## src/rtl/leds_racer_race_core.sv

```systemverilog
// rtl/leds_racer_race_core.sv - LEDs racer game core: button sync/debounce and IDLE/RACE/WIN game FSM
// Defining LEDS_RACER_WIN_TIMEOUT_EN adds an automatic return from WIN after WIN_TIMEOUT_CYCLES.
module leds_racer_race_core #(
  parameter int PLAYERS            = 4,
  parameter int MAX_POS            = 44,
  parameter int DEBOUNCE_CYCLES    = 250000,
  parameter int WIN_TIMEOUT_CYCLES = 50000000,
  localparam int PW = $clog2(MAX_POS + 1),
  localparam int WW = (PLAYERS > 1) ? $clog2(PLAYERS) : 1
) (
  input  logic                  clk,
  input  logic                  FORCE_RESET,
  input  logic [PLAYERS-1:0]    BTN,
  output logic [PLAYERS*PW-1:0] POSITIONS,
  output logic [1:0]            STATE,
  output logic [WW-1:0]         WINNER,
  output logic                  UPDATE_FRAME
);

  localparam int CW = (DEBOUNCE_CYCLES > 1) ? $clog2(DEBOUNCE_CYCLES) : 1;
  localparam logic [CW-1:0] DB_LAST = CW'(DEBOUNCE_CYCLES - 1);
  localparam logic [PW-1:0] MAX_P   = PW'(MAX_POS);

  typedef enum logic [1:0] {
    ST_IDLE = 2'd0,
    ST_RACE = 2'd1,
    ST_WIN  = 2'd2
  } state_t;

  logic [PLAYERS-1:0]    sync1_q, sync2_q, stable_q, stable_d_q, press_q;
  logic [CW-1:0]         cnt_q [PLAYERS];
  state_t                state_q, state_d;
  logic [PLAYERS*PW-1:0] pos_q, pos_d;
  logic [WW-1:0]         winner_q, winner_d;
  logic                  armed_q, armed_d;
  logic                  update_q, update_d;
  logic                  won;
  logic                  tmo_hit;

  // Release of a debounced button is filtered the same way as a press.
  always_ff @(posedge clk or posedge FORCE_RESET) begin
    if (FORCE_RESET) begin
      sync1_q    <= '0;
      sync2_q    <= '0;
      stable_q   <= '0;
      stable_d_q <= '0;
      press_q    <= '0;
      for (int i = 0; i < PLAYERS; i++) cnt_q[i] <= '0;
    end else begin
      sync1_q    <= BTN;
      sync2_q    <= sync1_q;
      stable_d_q <= stable_q;
      press_q    <= stable_q & ~stable_d_q;
      for (int i = 0; i < PLAYERS; i++) begin
        if (sync2_q[i] == stable_q[i]) begin
          cnt_q[i] <= '0;
        end else if (cnt_q[i] == DB_LAST) begin
          stable_q[i] <= sync2_q[i];
          cnt_q[i]    <= '0;
        end else begin
          cnt_q[i] <= cnt_q[i] + CW'(1);
        end
      end
    end
  end

`ifdef LEDS_RACER_WIN_TIMEOUT_EN
  localparam logic [31:0] TMO_LAST = 32'(WIN_TIMEOUT_CYCLES - 1);
  logic [31:0] tmo_q;

  always_ff @(posedge clk or posedge FORCE_RESET) begin
    if (FORCE_RESET)           tmo_q <= '0;
    else if (state_q != ST_WIN) tmo_q <= '0;
    else                       tmo_q <= tmo_q + 32'd1;
  end

  assign tmo_hit = (state_q == ST_WIN) && (tmo_q == TMO_LAST);
`else
  assign tmo_hit = 1'b0;
`endif

  always_comb begin
    state_d  = state_q;
    pos_d    = pos_q;
    winner_d = winner_q;
    armed_d  = armed_q;
    won      = 1'b0;
    case (state_q)
      ST_IDLE: begin
        if (|press_q) state_d = ST_RACE;
      end
      ST_RACE: begin
        // Ascending scan so the lowest finishing index wins a tie.
        for (int i = 0; i < PLAYERS; i++) begin
          if (press_q[i] && pos_q[i*PW +: PW] != MAX_P) begin
            pos_d[i*PW +: PW] = pos_q[i*PW +: PW] + PW'(1);
            if (!won && (pos_q[i*PW +: PW] + PW'(1)) == MAX_P) begin
              won      = 1'b1;
              winner_d = WW'(i);
            end
          end
        end
        if (won) begin
          state_d = ST_WIN;
          armed_d = 1'b0;
        end
      end
      ST_WIN: begin
        // A press counts only after every debounced button has been seen released.
        armed_d = armed_q | ~|stable_q;
        if ((armed_q && |press_q) || tmo_hit) begin
          state_d = ST_IDLE;
          pos_d   = '0;
          armed_d = 1'b0;
        end
      end
      default: state_d = ST_IDLE;
    endcase
    update_d = (state_d != state_q) || (pos_d != pos_q) || (winner_d != winner_q);
  end

  always_ff @(posedge clk or posedge FORCE_RESET) begin
    if (FORCE_RESET) begin
      state_q  <= ST_IDLE;
      pos_q    <= '0;
      winner_q <= '0;
      armed_q  <= 1'b0;
      update_q <= 1'b0;
    end else begin
      state_q  <= state_d;
      pos_q    <= pos_d;
      winner_q <= winner_d;
      armed_q  <= armed_d;
      update_q <= update_d;
    end
  end

  assign POSITIONS    = pos_q;
  assign STATE        = state_q;
  assign WINNER       = winner_q;
  assign UPDATE_FRAME = update_q;

endmodule

```

## config.mk

```make
export PLATFORM = sky130hd
export DESIGN_NAME = leds_racer_race_core
export DESIGN_NICKNAME = d
export VERILOG_FILES = /design/src/rtl/leds_racer_race_core.sv
export SDC_FILE = /design/constraint.sdc
export NUM_CORES = 1
export LEC_CHECK = 0
export ABC_AREA = 1
export CORE_MARGIN = 4
export CORE_UTILIZATION = 59
export CTS_CLUSTER_DIAMETER = 200
export DETAILED_ROUTE_END_ITERATION = 7
export GPL_TIMING_DRIVEN = 0
export PLACE_DENSITY = 0.85
export SETUP_SLACK_MARGIN = 0.05
export SLEW_MARGIN = 5
export SYNTH_ARGS = -nofsm -noshare
export SYNTH_HDL_FRONTEND = slang
export SYNTH_SLANG_ARGS = --single-unit
export TNS_END_PERCENT = 20
```

## constraint.sdc

```tcl
create_clock -name clk -period 6.4 [get_ports clk]
set_input_delay 0.96 -clock clk [delete_from_list [all_inputs] [get_ports clk]]
set_output_delay 0.96 -clock clk [all_outputs]
set_load 0.02 [all_outputs]
```

After elaboration in Yosys (flattened, before gate mapping)

Cells that the tools add are included.

Add/subtract/negate cells: 8
Equal/unequal tests: 22
Multiplexer cells: 42
Bitwise operators: 7
Reductions and logical operators: 23

Operators with widths:

| operator                                             | number |
|---|---|
| two-way mux 18 bit                                   | 8 |
| adder 18 x 1 -> 18 bit (second input constant)       | 4 |
| equality test 18 bit (second input constant)         | 4 |
| one-hot mux 24 bit (2 select lines)                  | 1 |
| adder 6 x 1 -> 6 bit (second input constant)         | 4 |
| equality test 6 bit (second input constant)          | 4 |
| two-way mux 2 bit                                    | 12 |
| two-way mux 24 bit                                   | 1 |
| two-way mux 6 bit                                    | 4 |
| != test 24 bit                                       | 1 |
| != test 6 bit (second input constant)                | 4 |
| two-way mux 1 bit                                    | 14 |
| AND reduction 2 bit                                  | 5 |
| logical AND 1 bit                                    | 8 |
| OR reduction 4 bit                                   | 2 |
| one-hot mux 2 bit (3 select lines)                   | 1 |
| bitwise AND 4 bit                                    | 1 |
| equality test 1 bit                                  | 4 |
| zero test 1 bit                                      | 4 |
| != test 2 bit                                        | 2 |
| inverter 1 bit                                       | 4 |
| inverter 4 bit                                       | 1 |
| equality test 2 x 1 -> 1 bit (second input constant) | 1 |
| equality test 2 bit (second input constant)          | 1 |
| other kinds (6)                                      | 7 |

Register bits: 122
Input bits: 6
Output and inout port bits: 29
Word-level logic and storage cells: 119

Logic depth before layout (Yosys ltp)

Word-level depth: 25
Gate-level depth with buffers: 16
Mapped depth without buffers: 16

Least setup slack after synthesis

Ideal clock, no wire load.

Path kind: flip-flop to flip-flop
Start: reg state_q[0] (netlist: STATE[0])
End: reg update_q (netlist: UPDATE_FRAME)
Setup time: 0.125 ns
Data arrival time: 2.056 ns
Required time: 6.275 ns
Slack: 4.219 ns
Stages on the path, launching flop included: 16
Buffers on the path: 2
Clock period less this slack: 2.181 ns
Cell sequence: dfrtp_1 > inv_1 > ha_1 > buf_2 > buf_4 > nand2_1 > nand2_1 > nand3_1 > nand3_1 > nand2_1 > nor2_1 > nand2_1 > nor2_1 > nand2_1 > nor2_1 > nand3_1

Longest elaborated chain between the ends: 5
Elaborated cells on any way between the ends: 14
Classes of those cells: eq/ne: 5; mux: 6; reduce/logical: 3

RTL lines:

| item                                                                                      | RTL line | RTL |
|---|---|---|
| from (decl)                                                                               | 32       | `state_t state_q, state_d;` |
| from (signal assigned)                                                                    | 130      | `state_q <= state_d;` |
| equality test 2 bit (tied with other cells)                                               | 88       | `case (state_q)` |
| one-hot mux 24 bit (2 select lines) or one-hot mux 2 bit (3 select lines) (tied branches) | 88       |  |
| != test 24 bit or != test 2 bit (tied branches)                                           | 119      | `update_d = (state_d != state_q) \|\| (pos_d != pos_q) \|\| (winner_d != winner_q);` |
| logical OR 1 bit                                                                          | 119      |  |
| logical OR 1 bit (*)                                                                      | 119      |  |
| named net update_d                                                                        | 36       | `logic update_q, update_d;` |
| to (signal assigned)                                                                      | 134      | `update_q <= update_d;` |
| to (decl)                                                                                 | 36       |  |

The timed path passes the listed nets; every way through them passes the cells marked *.
A chain may end at the register's enable or synchronous reset.

Worst setup path after layout

Start: reg pos_q[12] (netlist: POSITIONS[12])
End: out POSITIONS[12]

RTL lines:

| item                   | RTL line | RTL |
|---|---|---|
| from (decl)            | 33       | `logic [PLAYERS*PW-1:0] pos_q, pos_d;` |
| from (signal assigned) | 131      | `pos_q <= pos_d;` |
| to (decl)              | 14       | `output logic [PLAYERS*PW-1:0] POSITIONS,` |

No word-level cell between the ends.

==> results.txt <==
* VDD IR-drop max: around 220 uV
- Arr. time, crit path: 1.71 ns
* Internal reg-to-reg setup slack: roughly 3.7 ns
- Critical path buffers and inverters: 1
* Number of setup buffers added after CTS: 0
- Clock skew on the completed layout was measured at around 0.0072 ns.
- The number of global-route vias before repair is approximately 6,200.
* Number of distinct library cells after synthesis: 42
- Number of warnings reported in the yosys synthesis log: 0
* Worst Hold Slack: between 0.3 and 0.4 ns
* Vertical extent of the die: 118.3 microns
- At the later pin of the worst-skew pair, clock insertion delay measures 0.43 ns.
- For this run, the top clock speed supported by timing is roughly 370 MHz.
- Delay of the slowest cell on the worst path: between 0.6 and 0.7 ns
- With fillers left out, the area of the finished cells amounts to 8293 sq um.
- Reg-to-reg endpoint: UPDATE_FRAME
* Share of synthesized area occupied by flip-flops and latches: 0.4252
- The pre-antenna-repair detailed-routing pass consisted of 6 iterations.
- The cell count after synthesis came out at 947.
- Initial antenna violation count: 0
* Post-place instance area: slightly below 8000 sq um
* P_leak: about 3.9 nW
- The average instance in the mapped netlist occupies approximately 7.6 sq um.
- For the pin with the worst max-slew slack, the measured transition is about 0.57 ns.
- Number of cells on the worst reg-to-reg path: 12
- The count of final max-slew check failures came to 0.
- Unrepaired setup endpoints after global routing: no
* Final net count: 1,026
* Final GP Congestion: 0.9567
- Summing every instance area after synthesis gives around 7200 sq um.
* Hold Path End: sync2_q[2]
- GRT Total Usage: 0.2486
- Fin. Hold Viols: 0
* Result of the run: complete, no violations
- Core region area: 11,960 sq um
* 1st-iter DRT viols: roughly 630
* Chain of cells forming the critical path: clkdlybuf4s50_1
* Largest fanout on the critical path: 10
- TritonCTS clock tree: built
- WP data required: between 5 and 6 ns
- Type of destination of the critical path: output port
- Half-perimeter wire length after placement: about 12,000 microns
* Buffer levels on the longest clock path: 2
* Relative slew slack: 0.6210
- Subtracting the final worst setup slack from the clock period gives 2.673 ns.
* Final routed DRC violation total: 0
- In the synthesized netlist the dominant register cell turns out to be sky130_fd_sc_hd__dfrtp_1.
- Total of endpoints with negative setup slack in the final report: 0
- PD cells: between 200 and 250 nW/um^2
- The H-tree was split into 4 levels.
* Count of flip-flops with a built-in enable after synthesis: 0
- In the final routing, the length of wire on met1 measures 6960 microns.
- Initial standard-cell utilization of the core: 0.6002
- # rows: 40
- 35 I/O pins were placed.
- Post-DR wirelength/cell: between 10 and 15 microns
- Adding up every negative setup slack in the final design gives 0 ns.
* Number of instances resized during post-cts repair: 0
* Hold_sp: sync1_q[2]
* Top cell family by delay on the critical path: buffers and inverters
- Library cell with the largest summed area after synthesis: sky130_fd_sc_hd__dfrtp_1
* Congestion Overflow GR: 0
- FF-to-FF Start: STATE[0]
- Clock sink count: about 120
- Compared with the post-synthesis result, the final layout area differs by 15.51%.
- The die covers 14,000 sq um.
* Avg Vias per Cell: 5.536
* Commonest cells in the synthesized netlist: 200 x sky130_fd_sc_hd__nand2_1, 125 x sky130_fd_sc_hd__nor2_1, 122 x sky130_fd_sc_hd__dfrtp_1
* Number of storage elements in the synthesis netlist: 122
- Clock-pin transition on the worst setup and hold timing paths: ~0.060 ns
* Nets in the synthesized netlist: roughly 1,000
- After detailed routing, no signal wire sits above met4.
- Type of origin of the critical path: flop
- Post-Route WL: 16,760 microns
- Max-cap violations in this run came to 0.
- Total inserted antenna cells: 0
* Path class of the lowest-slack min-delay path: flop to flop
- FFs w/ async S/R, synth: 1.000
- The critical path is of the flop to output port type.
- Of the cells placed in the final design, the portion with a size suffix greater than 1 is 0.1006.
- Buffers inserted during clock tree synthesis total 17.
- The largest individual stage delay along the critical path comes from the cell sky130_fd_sc_hd__clkdlybuf4s50_1.
- Area fraction of the dominant cell type after synthesis: 0.4252
* Total length of routed met3 wires: 965 microns
- Hold-fix buffers at CTS: 0
* Wire length of the first global-routing pass: between 20,000 and 30,000 microns
- Number of instances on the worst hold path: 0
- In the finished design, the share of the clock period the worst path needs comes to 0.4176.
- Summing over every cut layer, the via total after detailed routing is about 6,400.
- The tree is rooted in a sky130_fd_sc_hd__clkbuf_16.
* Die Span X: about 120 microns
* Leading cell types by total area after synthesis: sky130_fd_sc_hd__dfrtp_1 43%, sky130_fd_sc_hd__nand2_1 10%, sky130_fd_sc_hd__nand3_1 7.3%
- Entering global routing, the biggest net connects a little over 70 pins.
- Yosys instantiated no cell more often than sky130_fd_sc_hd__nand2_1.
- Antenna violation net count after detailed routing: 0
- Buffers placed on the I/O ports in this run total 34.
- After detailed routing, the met2 layer carries between 8000 and 9000 microns of wire.
sequential cells by signal (all words and copies together), names as in the netlist:
name / count
cnt_q: 72
POSITIONS: 24
press_q: 4
stable_d_q: 4
stable_q: 4
sync1_q: 4
sync2_q: 4
STATE: 2
WINNER: 2
UPDATE_FRAME: 1
armed_q: 1
layer usage:
| layer | up-vias | global-route usage |
|---|---|---|
| li1 | 3190 | - |
| met3 | 56 | 0.05789 |
| met2 | 200 | 0.4291 |
| met5 | - | 0 |
| met1 | 2981 | 0.2931 |
| met4 | 0 | 0.1165 |
layout make-up:
| cell class | count | area, sq um |
|---|---|---|
| Sequential cell | 122 | 3053 |
| Inverter | 129 | 491.7 |
| Multi-Input combinational cell | 677 | 3520 |
| Clock inverter | 12 | 100.1 |
| Fill cell | 935 | 3669 |
| Timing Repair Buffer | 35 | 367.9 |
| Clock buffer | 20 | 456.7 |
| Tap cell | 147 | 183.9 |
| Buffer | 19 | 120.1 |
worst max-delay path by stage:
stage,startpoint,endpoint,slack [ns],cells past startpoint
finish,POSITIONS[12],POSITIONS[12],3.73,1
global route,STATE[0],UPDATE_FRAME,3.49,15
detailed placement,STATE[0],UPDATE_FRAME,3.78,15
floorplan,FORCE_RESET,POSITIONS[0],2.20,1
CTS,POSITIONS[12],POSITIONS[12],3.75,1
global placement,FORCE_RESET,WINNER[0],0.49,2
cells in the final DEF (no fill, tap or decap), types with 5 or more instances in the layout:
master,netlist,routed
sky130_fd_sc_hd__nor2_2,12,12
sky130_fd_sc_hd__nand2_1,200,200
sky130_fd_sc_hd__o21ai_0,45,45
sky130_fd_sc_hd__dfrtp_1,122,122
sky130_fd_sc_hd__ha_1,19,19
sky130_fd_sc_hd__a21oi_1,27,27
sky130_fd_sc_hd__clkinv_2,0,6
sky130_fd_sc_hd__o21ai_1,7,7
sky130_fd_sc_hd__clkdlybuf4s50_1,0,34
sky130_fd_sc_hd__buf_2,6,6
sky130_fd_sc_hd__o21a_1,5,5
sky130_fd_sc_hd__nand4_1,29,29
sky130_fd_sc_hd__clkbuf_1,4,5
sky130_fd_sc_hd__nor2_1,125,125
sky130_fd_sc_hd__inv_1,118,117
sky130_fd_sc_hd__xor2_1,25,25
sky130_fd_sc_hd__buf_4,7,7
sky130_fd_sc_hd__inv_2,7,7
sky130_fd_sc_hd__nor3b_1,5,5
sky130_fd_sc_hd__nor3_1,18,18
sky130_fd_sc_hd__nand3_1,105,105
sky130_fd_sc_hd__nand3_2,6,6
sky130_fd_sc_hd__clkbuf_16,0,17
sky130_fd_sc_hd__nand2_2,5,5
logic make-up after synthesis:
logic type,count (synthesis),share of synthesized area
fa+ha+maj,19,0.03311
mux,2,0.003137
buf+inv,148,0.08452
compound gates,102,0.08174
flops,122,0.4252
xor+xnor,29,0.03538
simple gates,525,0.3369
per-stage QoR:
stage	util	cells	total power, mW	setup slack (ns)
final	0.6933	1161	1.734	3.727
after global routing	0.6933	1161	1.780	3.486
after CTS	0.6933	1161	1.741	3.747
after detailed placement	0.6468	1129	0.8426	3.783
after global placement	0.6440	1128	0.8387	0.4929
after floorplan	-	947	0.8267	2.197
report_power, final:
group / internal, mW / switching (mW)
clock: 0.549 / 0.357
sequential: 0.781 / 0.00594
combinational: 0.0119 / 0.0297
Power figures use the tool's default switching activity.
